## src/rtl/estacao_pkg.sv

```systemverilog
// Shared opcodes, tag constants and FSM encoding for the R-type reservation station.
package estacao_pkg;

  localparam logic [2:0] OP_NOP = 3'b000;
  localparam logic [2:0] OP_ADD = 3'b010;
  localparam logic [2:0] OP_SUB = 3'b011;
  localparam logic [2:0] OP_SLT = 3'b110;
  localparam logic [2:0] OP_CMP = 3'b111;

  localparam int unsigned TAG_NONE = 0;

  typedef enum logic [1:0] {
    StIdle,
    StExec,
    StRelease
  } state_e;

  function automatic logic is_legal_op(input logic [2:0] op);
    return (op == OP_ADD) || (op == OP_SUB) || (op == OP_SLT) || (op == OP_CMP);
  endfunction

endpackage

```

## src/rtl/estacao_reserva_r_seletor_prioridade.sv

```systemverilog
// Lowest-index priority encoder: reports whether any request is set and the index of the lowest.
module seletor_prioridade #(
  parameter int unsigned N     = 3,
  parameter int unsigned IDX_W = 3
) (
  input  logic [N-1:0]     req,
  output logic             any,
  output logic [IDX_W-1:0] idx
);

  always_comb begin
    any = 1'b0;
    idx = '0;
    for (int i = int'(N) - 1; i >= 0; i--) begin
      if (req[i]) begin
        any = 1'b1;
        idx = IDX_W'(i);
      end
    end
  end

endmodule

```

## src/rtl/estacao_reserva_r.sv

```systemverilog
// R-type reservation station: issue, CDB snoop and single-FU dispatch handshake.
// Optional macro ESTACAO_TIMEOUT_EN adds an EXEC watchdog and the error output.
module estacao_reserva_r
  import estacao_pkg::*;
#(
  parameter int unsigned N_ENTRIES = 3,
  parameter int unsigned DATA_W    = 16,
  parameter int unsigned TAG_W     = 3,
  parameter int unsigned BASE_TAG  = 1
`ifdef ESTACAO_TIMEOUT_EN
  ,
  parameter int unsigned TIMEOUT   = 8
`endif
) (
  input  logic              clk,
  input  logic              rst_n,
  input  logic              issue_valid,
  input  logic [2:0]        issue_op,
  input  logic [DATA_W-1:0] issue_vj,
  input  logic [DATA_W-1:0] issue_vk,
  input  logic [TAG_W-1:0]  issue_qj,
  input  logic [TAG_W-1:0]  issue_qk,
  output logic              issue_ready,
  output logic [TAG_W-1:0]  issue_tag,
  input  logic              cdb_valid,
  input  logic [TAG_W-1:0]  cdb_tag,
  input  logic [DATA_W-1:0] cdb_data,
  output logic [DATA_W-1:0] fu_a,
  output logic [DATA_W-1:0] fu_b,
  output logic [2:0]        fu_op,
  output logic              ready_to_uf,
  output logic              fu_clear,
  input  logic              fu_done,
  output logic [TAG_W-1:0]  exec_tag,
`ifdef ESTACAO_TIMEOUT_EN
  output logic              error,
`endif
  output logic [2:0]        count
);

  localparam int unsigned IDX_W = 3;
  localparam logic [TAG_W-1:0] TagNone = TAG_W'(TAG_NONE);

  logic [N_ENTRIES-1:0] valid_q, valid_d;
  logic [2:0]           op_q [N_ENTRIES];
  logic [2:0]           op_d [N_ENTRIES];
  logic [DATA_W-1:0]    vj_q [N_ENTRIES];
  logic [DATA_W-1:0]    vj_d [N_ENTRIES];
  logic [DATA_W-1:0]    vk_q [N_ENTRIES];
  logic [DATA_W-1:0]    vk_d [N_ENTRIES];
  logic [TAG_W-1:0]     qj_q [N_ENTRIES];
  logic [TAG_W-1:0]     qj_d [N_ENTRIES];
  logic [TAG_W-1:0]     qk_q [N_ENTRIES];
  logic [TAG_W-1:0]     qk_d [N_ENTRIES];

  state_e            state_q, state_d;
  logic [IDX_W-1:0]  ex_idx_q, ex_idx_d;
  logic [DATA_W-1:0] fu_a_q, fu_a_d, fu_b_q, fu_b_d;
  logic [2:0]        fu_op_q, fu_op_d;
  logic              rdy_q, rdy_d, clr_q, clr_d;
  logic [TAG_W-1:0]  exec_tag_q, exec_tag_d;
  logic [2:0]        count_q, count_d;

  logic [N_ENTRIES-1:0] ready_vec;
  logic                 free_any, rdy_any;
  logic [IDX_W-1:0]     free_idx, rdy_idx;
  logic                 accept, release_now, done_eff;

  for (genvar g = 0; g < int'(N_ENTRIES); g++) begin : g_ready
    assign ready_vec[g] = valid_q[g] && (qj_q[g] == TagNone) && (qk_q[g] == TagNone);
  end

  seletor_prioridade #(.N(N_ENTRIES), .IDX_W(IDX_W)) u_sel_free (
    .req (~valid_q),
    .any (free_any),
    .idx (free_idx)
  );

  seletor_prioridade #(.N(N_ENTRIES), .IDX_W(IDX_W)) u_sel_ready (
    .req (ready_vec),
    .any (rdy_any),
    .idx (rdy_idx)
  );

  assign issue_ready = free_any;
  assign issue_tag   = TAG_W'(BASE_TAG) + TAG_W'(free_idx);
  assign accept      = issue_valid && issue_ready && is_legal_op(issue_op);

`ifdef ESTACAO_TIMEOUT_EN
  localparam int unsigned TMO_W = $clog2(TIMEOUT + 1);
  logic [TMO_W-1:0] tmo_q, tmo_d;
  logic             err_q, err_d;
  logic             timeout_hit;

  assign timeout_hit = (state_q == StExec) && (tmo_q == TMO_W'(TIMEOUT - 1));
  assign tmo_d       = (state_q == StExec) ? tmo_q + TMO_W'(1) : '0;
  assign done_eff    = fu_done || timeout_hit;
  assign error       = err_q;

  always_ff @(posedge clk or negedge rst_n) begin
    if (!rst_n) begin
      tmo_q <= '0;
      err_q <= 1'b0;
    end else begin
      tmo_q <= tmo_d;
      err_q <= err_d;
    end
  end
`else
  assign done_eff = fu_done;
`endif

  always_comb begin
    state_d     = state_q;
    ex_idx_d    = ex_idx_q;
    fu_a_d      = fu_a_q;
    fu_b_d      = fu_b_q;
    fu_op_d     = fu_op_q;
    rdy_d       = rdy_q;
    clr_d       = 1'b0;
    exec_tag_d  = exec_tag_q;
    release_now = 1'b0;
`ifdef ESTACAO_TIMEOUT_EN
    err_d       = 1'b0;
`endif
    unique case (state_q)
      StIdle: begin
        if (rdy_any) begin
          for (int i = 0; i < int'(N_ENTRIES); i++) begin
            if (rdy_idx == IDX_W'(i)) begin
              fu_a_d  = vj_q[i];
              fu_b_d  = vk_q[i];
              fu_op_d = op_q[i];
            end
          end
          ex_idx_d   = rdy_idx;
          exec_tag_d = TAG_W'(BASE_TAG) + TAG_W'(rdy_idx);
          rdy_d      = 1'b1;
          state_d    = StExec;
        end
      end
      StExec: begin
        if (done_eff) begin
          rdy_d       = 1'b0;
          clr_d       = 1'b1;
          release_now = 1'b1;
          state_d     = StRelease;
`ifdef ESTACAO_TIMEOUT_EN
          err_d       = !fu_done;
`endif
        end
      end
      StRelease: state_d = StIdle;
      default:   state_d = StIdle;
    endcase
  end

  always_comb begin
    valid_d = valid_q;
    op_d    = op_q;
    vj_d    = vj_q;
    vk_d    = vk_q;
    qj_d    = qj_q;
    qk_d    = qk_q;
    for (int i = 0; i < int'(N_ENTRIES); i++) begin
      if (valid_q[i] && cdb_valid && cdb_tag != TagNone) begin
        if (qj_q[i] == cdb_tag) begin
          vj_d[i] = cdb_data;
          qj_d[i] = TagNone;
        end
        if (qk_q[i] == cdb_tag) begin
          vk_d[i] = cdb_data;
          qk_d[i] = TagNone;
        end
      end
      // Operands whose producer broadcasts this very cycle are taken straight off the CDB.
      if (accept && free_idx == IDX_W'(i)) begin
        valid_d[i] = 1'b1;
        op_d[i]    = issue_op;
        if (cdb_valid && issue_qj != TagNone && issue_qj == cdb_tag) begin
          vj_d[i] = cdb_data;
          qj_d[i] = TagNone;
        end else begin
          vj_d[i] = issue_vj;
          qj_d[i] = issue_qj;
        end
        if (cdb_valid && issue_qk != TagNone && issue_qk == cdb_tag) begin
          vk_d[i] = cdb_data;
          qk_d[i] = TagNone;
        end else begin
          vk_d[i] = issue_vk;
          qk_d[i] = issue_qk;
        end
      end
      if (release_now && ex_idx_q == IDX_W'(i)) valid_d[i] = 1'b0;
    end
  end

  always_comb begin
    count_d = count_q;
    case ({accept, release_now})
      2'b10:   count_d = count_q + 3'd1;
      2'b01:   count_d = count_q - 3'd1;
      default: count_d = count_q;
    endcase
  end

  always_ff @(posedge clk or negedge rst_n) begin
    if (!rst_n) begin
      valid_q    <= '0;
      state_q    <= StIdle;
      ex_idx_q   <= '0;
      fu_a_q     <= '0;
      fu_b_q     <= '0;
      fu_op_q    <= OP_NOP;
      rdy_q      <= 1'b0;
      clr_q      <= 1'b0;
      exec_tag_q <= '0;
      count_q    <= '0;
      for (int i = 0; i < int'(N_ENTRIES); i++) begin
        op_q[i] <= OP_NOP;
        vj_q[i] <= '0;
        vk_q[i] <= '0;
        qj_q[i] <= '0;
        qk_q[i] <= '0;
      end
    end else begin
      valid_q    <= valid_d;
      state_q    <= state_d;
      ex_idx_q   <= ex_idx_d;
      fu_a_q     <= fu_a_d;
      fu_b_q     <= fu_b_d;
      fu_op_q    <= fu_op_d;
      rdy_q      <= rdy_d;
      clr_q      <= clr_d;
      exec_tag_q <= exec_tag_d;
      count_q    <= count_d;
      op_q       <= op_d;
      vj_q       <= vj_d;
      vk_q       <= vk_d;
      qj_q       <= qj_d;
      qk_q       <= qk_d;
    end
  end

  assign fu_a        = fu_a_q;
  assign fu_b        = fu_b_q;
  assign fu_op       = fu_op_q;
  assign ready_to_uf = rdy_q;
  assign fu_clear    = clr_q;
  assign exec_tag    = exec_tag_q;
  assign count       = count_q;

endmodule

```

## config.mk

```make
export PLATFORM = sky130hd
export DESIGN_NAME = estacao_reserva_r
export DESIGN_NICKNAME = d
export VERILOG_FILES = /design/src/rtl/estacao_pkg.sv /design/src/rtl/estacao_reserva_r_seletor_prioridade.sv /design/src/rtl/estacao_reserva_r.sv
export SDC_FILE = /design/constraint.sdc
export NUM_CORES = 1
export LEC_CHECK = 0
export ABC_CLOCK_PERIOD_IN_PS = 7700
export BUFFER_PORTS_ARGS = -buffer_cell sky130_fd_sc_hd__buf_2
export CAP_MARGIN = 10
export CORE_MARGIN = 2
export CORE_UTILIZATION = 30
export CTS_BUF_LIST = sky130_fd_sc_hd__clkbuf_2
export DETAILED_ROUTE_END_ITERATION = 10
export PLACE_DENSITY = 0.44
export SETUP_SLACK_MARGIN = 0.05
export SLEW_MARGIN = 20
export SYNTH_ARGS = -nofsm -noshare
export SYNTH_HDL_FRONTEND = slang
export SYNTH_HIERARCHICAL = 1
export SYNTH_SLANG_ARGS = --single-unit
```

## constraint.sdc

```tcl
create_clock -name clk -period 7.7 [get_ports clk]
set_clock_uncertainty 0.05 [all_clocks]
set_input_delay 1.54 -clock clk [delete_from_list [all_inputs] [get_ports clk]]
set_output_delay 1.54 -clock clk [all_outputs]
set_load 0.02 [all_outputs]
```

==> results.txt <==
----------------------------------------------------
[Logic synthesis]
  Synthesized flop and latch total ... 174
  Post-synth design cell area ... 8370 µm²
  Register area share after synthesis ... 0.520
  Primary FF master, synth ... sky130_fd_sc_hd__dfrtp_1
  Number of enable flip-flop cells after synthesis ... 0
  Syn nets ... 888
  Async set or reset register ratio after synthesis ... 1.00
  Number of instances in the synthesized netlist ... 813
  Syn avg cell area ... 10.3 µm²
  Number of library cell types mapped by synthesis ... 46
  Ys Warns ... 6

[Setup path]
  CP required ... 6110 ps
  Kind of end point of the critical path ... output port
  Arrival time at the worst endpoint ... 2270 ps
  Top fanout value on the critical path ... 4
  Critical path launch point type ... flip-flop
  Worst Reg2Reg Path Length in Cells ... 10
  Worst R2R Setup Slack ... 4060 ps
  Crit Reg-Reg Endpoint ... fu_a[1]
  Source of the critical timing path ... valid_q[2]
  Path type of the worst setup path ... flip-flop to output port
  Crit Reg-Reg Startpoint ... qk_q[3]

[Worst hold path]
  Worst hold stages ... 1
  Type of the worst min-delay path ... flip-flop to flip-flop
  Endpoint with the worst hold slack ... count[2]
  Launch instance of the worst min-delay path ... count[2]

[GRT]
  Total overflow reported by the global router ... 0
  Via count of the first global-routing pass ... 6398
  GRT Overall Usage ... 0.172
  Maximum number of pins on one net before global-route repair ... 75
  Global-route wire length before repair ... 38300 µm
  Initial antenna violation count ... 2

[CTS]
  Cell at the root of the clock tree ... sky130_fd_sc_hd__clkbuf_2
  Number of gates resized after cts ... 0
  H-tree lvl count ... 4
  Worst-case clock buffer depth ... 2
  Clock Sink Count ... 174
  Clock-pin slew of the registers on the worst-case setup and hold paths ... 280 ps
  Number of buffers inserted during clock tree synthesis ... 17
  # hold bufs at CTS ... 0
  Setup fix buffers added after clock tree synthesis ... 0
  CTS tree ... yes
  Worst-skew pair later-pin latency ... 760 ps

[Route]
  Detailed Routing Iterations Pass 1 ... 6
  Routed wl met2 ... 11200 µm
  M1 wire length ... 12300 µm
  Sum of routed wire length over all layers ... 24500 µm
  Final ANT Viol Nets ... 0
  Starting DRC count in detailed routing ... 419
  Vias per inst ... 4.93
  Final routed wire length divided by cell count ... 19.0 µm
  Top layer used by detailed routing ... met4
  Met3 wire len ... 868 µm
  Vias after detailed routing ... 6375
  Post-route DRC ... 0

[Die]
  Height of the die ... 171 µm
  # rows ... 61
  Total core area ... 27600 µm²
  Starting Density ... 0.303
  Number of ports placed on the die boundary ... 112
  Die ar. ... 29300 µm²
  Die boundary width ... 171 µm

[Power]
  Part of the power in combinational logic ... 0.463
  Clock network fraction of design power ... 0.134
  Power per cell area ... 419 nW/µm²
  Sequential group share of total power ... 0.403
  Sw Share ... 0.420
  NetSw ... 1670 µW
  Pleak ... 0.00414 µW
  Total chip power ... 3970 µW
  Maximum resistive drop on vdd ... 0.198 mV
  Internal Power ... 2310 µW

[Timing]
  Worst Tran Pin Value ... 1050 ps
  Highest clock frequency the design can meet ... 259 MHz
  Final Hold Viols ... 0
  Worst slew margin ... 0.286
  Final setup fails ... 0
  Final Slew Violations ... 0
  Unrepaired setup endpoints after global routing ... false
  Setup TNS ... 0 ps
  Final period demand of the worst path ... 3860 ps
  Share of the cycle needed by the critical path after routing ... 0.501

[Final layout]
  Nets ... 974
  Area grow syn2layout ... 13.2%
  Count of filler cells inserted in the layout ... 2922
  Proportion of layout cells with a drive suffix above 1 ... 0.202

[Flow run]
  Max-cap violation count ... 0

[Status]
  Outcome ... finished, final reports clean

[Placed design]
  Routability congestion estimate ... 0.759
  IO buf count ... 111
  Detailed placer's ending HPWL ... 16100 µm

----------------------------------------------------
-- cells by family (layout without fill, tap and decap cells) --
family | count (synthesis) | count (layout) | synth area share
XOR/XNOR | 27 | 27 | 0.0282
AND/OR/NAND/NOR | 226 | 226 | 0.135
other | 2 | 4 | 0.000897
buffers and inverters | 81 | 180 | 0.0439
multiplexers | 42 | 42 | 0.0554
AO/OA/AOI/OAI | 251 | 251 | 0.201
adder cells (fa/ha/maj) | 10 | 10 | 0.0158
flip-flops | 174 | 174 | 0.520
-- final cells by class --
class	instances	area [µm²]	area share
Timing Repair Buffer	116	599	0.0632
Inverter	32	120	0.0127
Sequential cell	174	4350	0.459
Tap cell	378	473	0.0499
Clock inverter	12	159	0.0168
Multi-Input combinational cell	558	3670	0.387
Clock buffer	20	100	0.0106
Antenna cell	2	5.00	0.000528
-- registers in the layout (all words and copies together) (netlist names), 9 cells and up --
name	flops
qk_q	9
op_q	9
vk_q	48
fu_a	16
vj_q	48
qj_q	9
fu_b	16
-- synthesized netlist by cell type (4+ instances only) --
cell type,n,area (µm²)
sky130_fd_sc_hd__dfrtp_1,174,4350
sky130_fd_sc_hd__a21oi_1,85,425
sky130_fd_sc_hd__nand2_1,78,293
sky130_fd_sc_hd__o21ai_0,59,295
sky130_fd_sc_hd__o22ai_1,48,300
sky130_fd_sc_hd__nand2b_1,40,250
sky130_fd_sc_hd__nor2_1,40,150
sky130_fd_sc_hd__mux2i_1,36,360
sky130_fd_sc_hd__inv_1,32,120
sky130_fd_sc_hd__o221a_1,30,338
sky130_fd_sc_hd__clkbuf_1,28,105
sky130_fd_sc_hd__xnor2_1,24,210
sky130_fd_sc_hd__nand3_1,19,95.1
sky130_fd_sc_hd__o221a_2,18,203
sky130_fd_sc_hd__buf_2,12,60.1
sky130_fd_sc_hd__or2b_1,12,90.1
sky130_fd_sc_hd__ha_1,9,113
sky130_fd_sc_hd__and2_1,6,37.5
sky130_fd_sc_hd__nand4_1,6,37.5
sky130_fd_sc_hd__buf_4,5,37.5
sky130_fd_sc_hd__buf_6,4,45.0
sky130_fd_sc_hd__nor2b_1,4,25.0
sky130_fd_sc_hd__nor3b_1,4,30.0
-- power groups by stage --
stage | logic, µW | registers, µW | clock network [µW]
CTS | 1870 | 1600 | 553
finish | 1840 | 1600 | 531
global placement | 1840 | 1630 | 0
global route | 2090 | 1660 | 586
floorplan | 1250 | 1700 | 0
detailed placement | 1860 | 1630 | 0
-- per-stage QoR --
stage	worst slack, ps	area (µm²)	util	hold WS, ps	std cells
floorplan	4560	8370	-	384	813
global placement	3970	9210	0.333	405	1258
global route	3600	9480	0.343	456	1291
detailed placement	3910	9210	0.333	408	1258
CTS	3770	9470	0.343	437	1290
finish	3840	9480	0.343	437	1292
-- worst max path at each step --
stage | end | cells past startpoint
CTS | issue_tag[1] | 5
detailed placement | vk_q[35] | 6
floorplan | vj_q[10] | 6
global placement | vk_q[41] | 6
finish | issue_tag[1] | 5
global route | issue_tag[2] | 5
-- metal layers --
layer / track usage / vias to the layer above
met1: 0.248 / 3159
met2: 0.271 / 126
li1: - / 3084
met4: 0.0343 / 0
met5: 0 / -
met3: 0.0315 / 6
-- worst max-delay path: stages (launching register included) --
cell                      delay, ps
sky130_fd_sc_hd__dfrtp_1        450
sky130_fd_sc_hd__inv_1          130
sky130_fd_sc_hd__nor3b_1        390
sky130_fd_sc_hd__inv_1          130
sky130_fd_sc_hd__ha_1           280
sky130_fd_sc_hd__buf_2          160
-- placed cells by master (no fill, tap or decap), types with 32 or more instances in the layout --
master and n:
sky130_fd_sc_hd__inv_1 32, sky130_fd_sc_hd__a21oi_1 85, sky130_fd_sc_hd__dfrtp_1 174, sky130_fd_sc_hd__buf_2 110, sky130_fd_sc_hd__o22ai_1 48, sky130_fd_sc_hd__nor2_1 40, sky130_fd_sc_hd__mux2i_1 36, sky130_fd_sc_hd__o21ai_0 59
sky130_fd_sc_hd__nand2_1 78, sky130_fd_sc_hd__nand2b_1 40
Note: power is estimated with default switching activity, not from simulation.
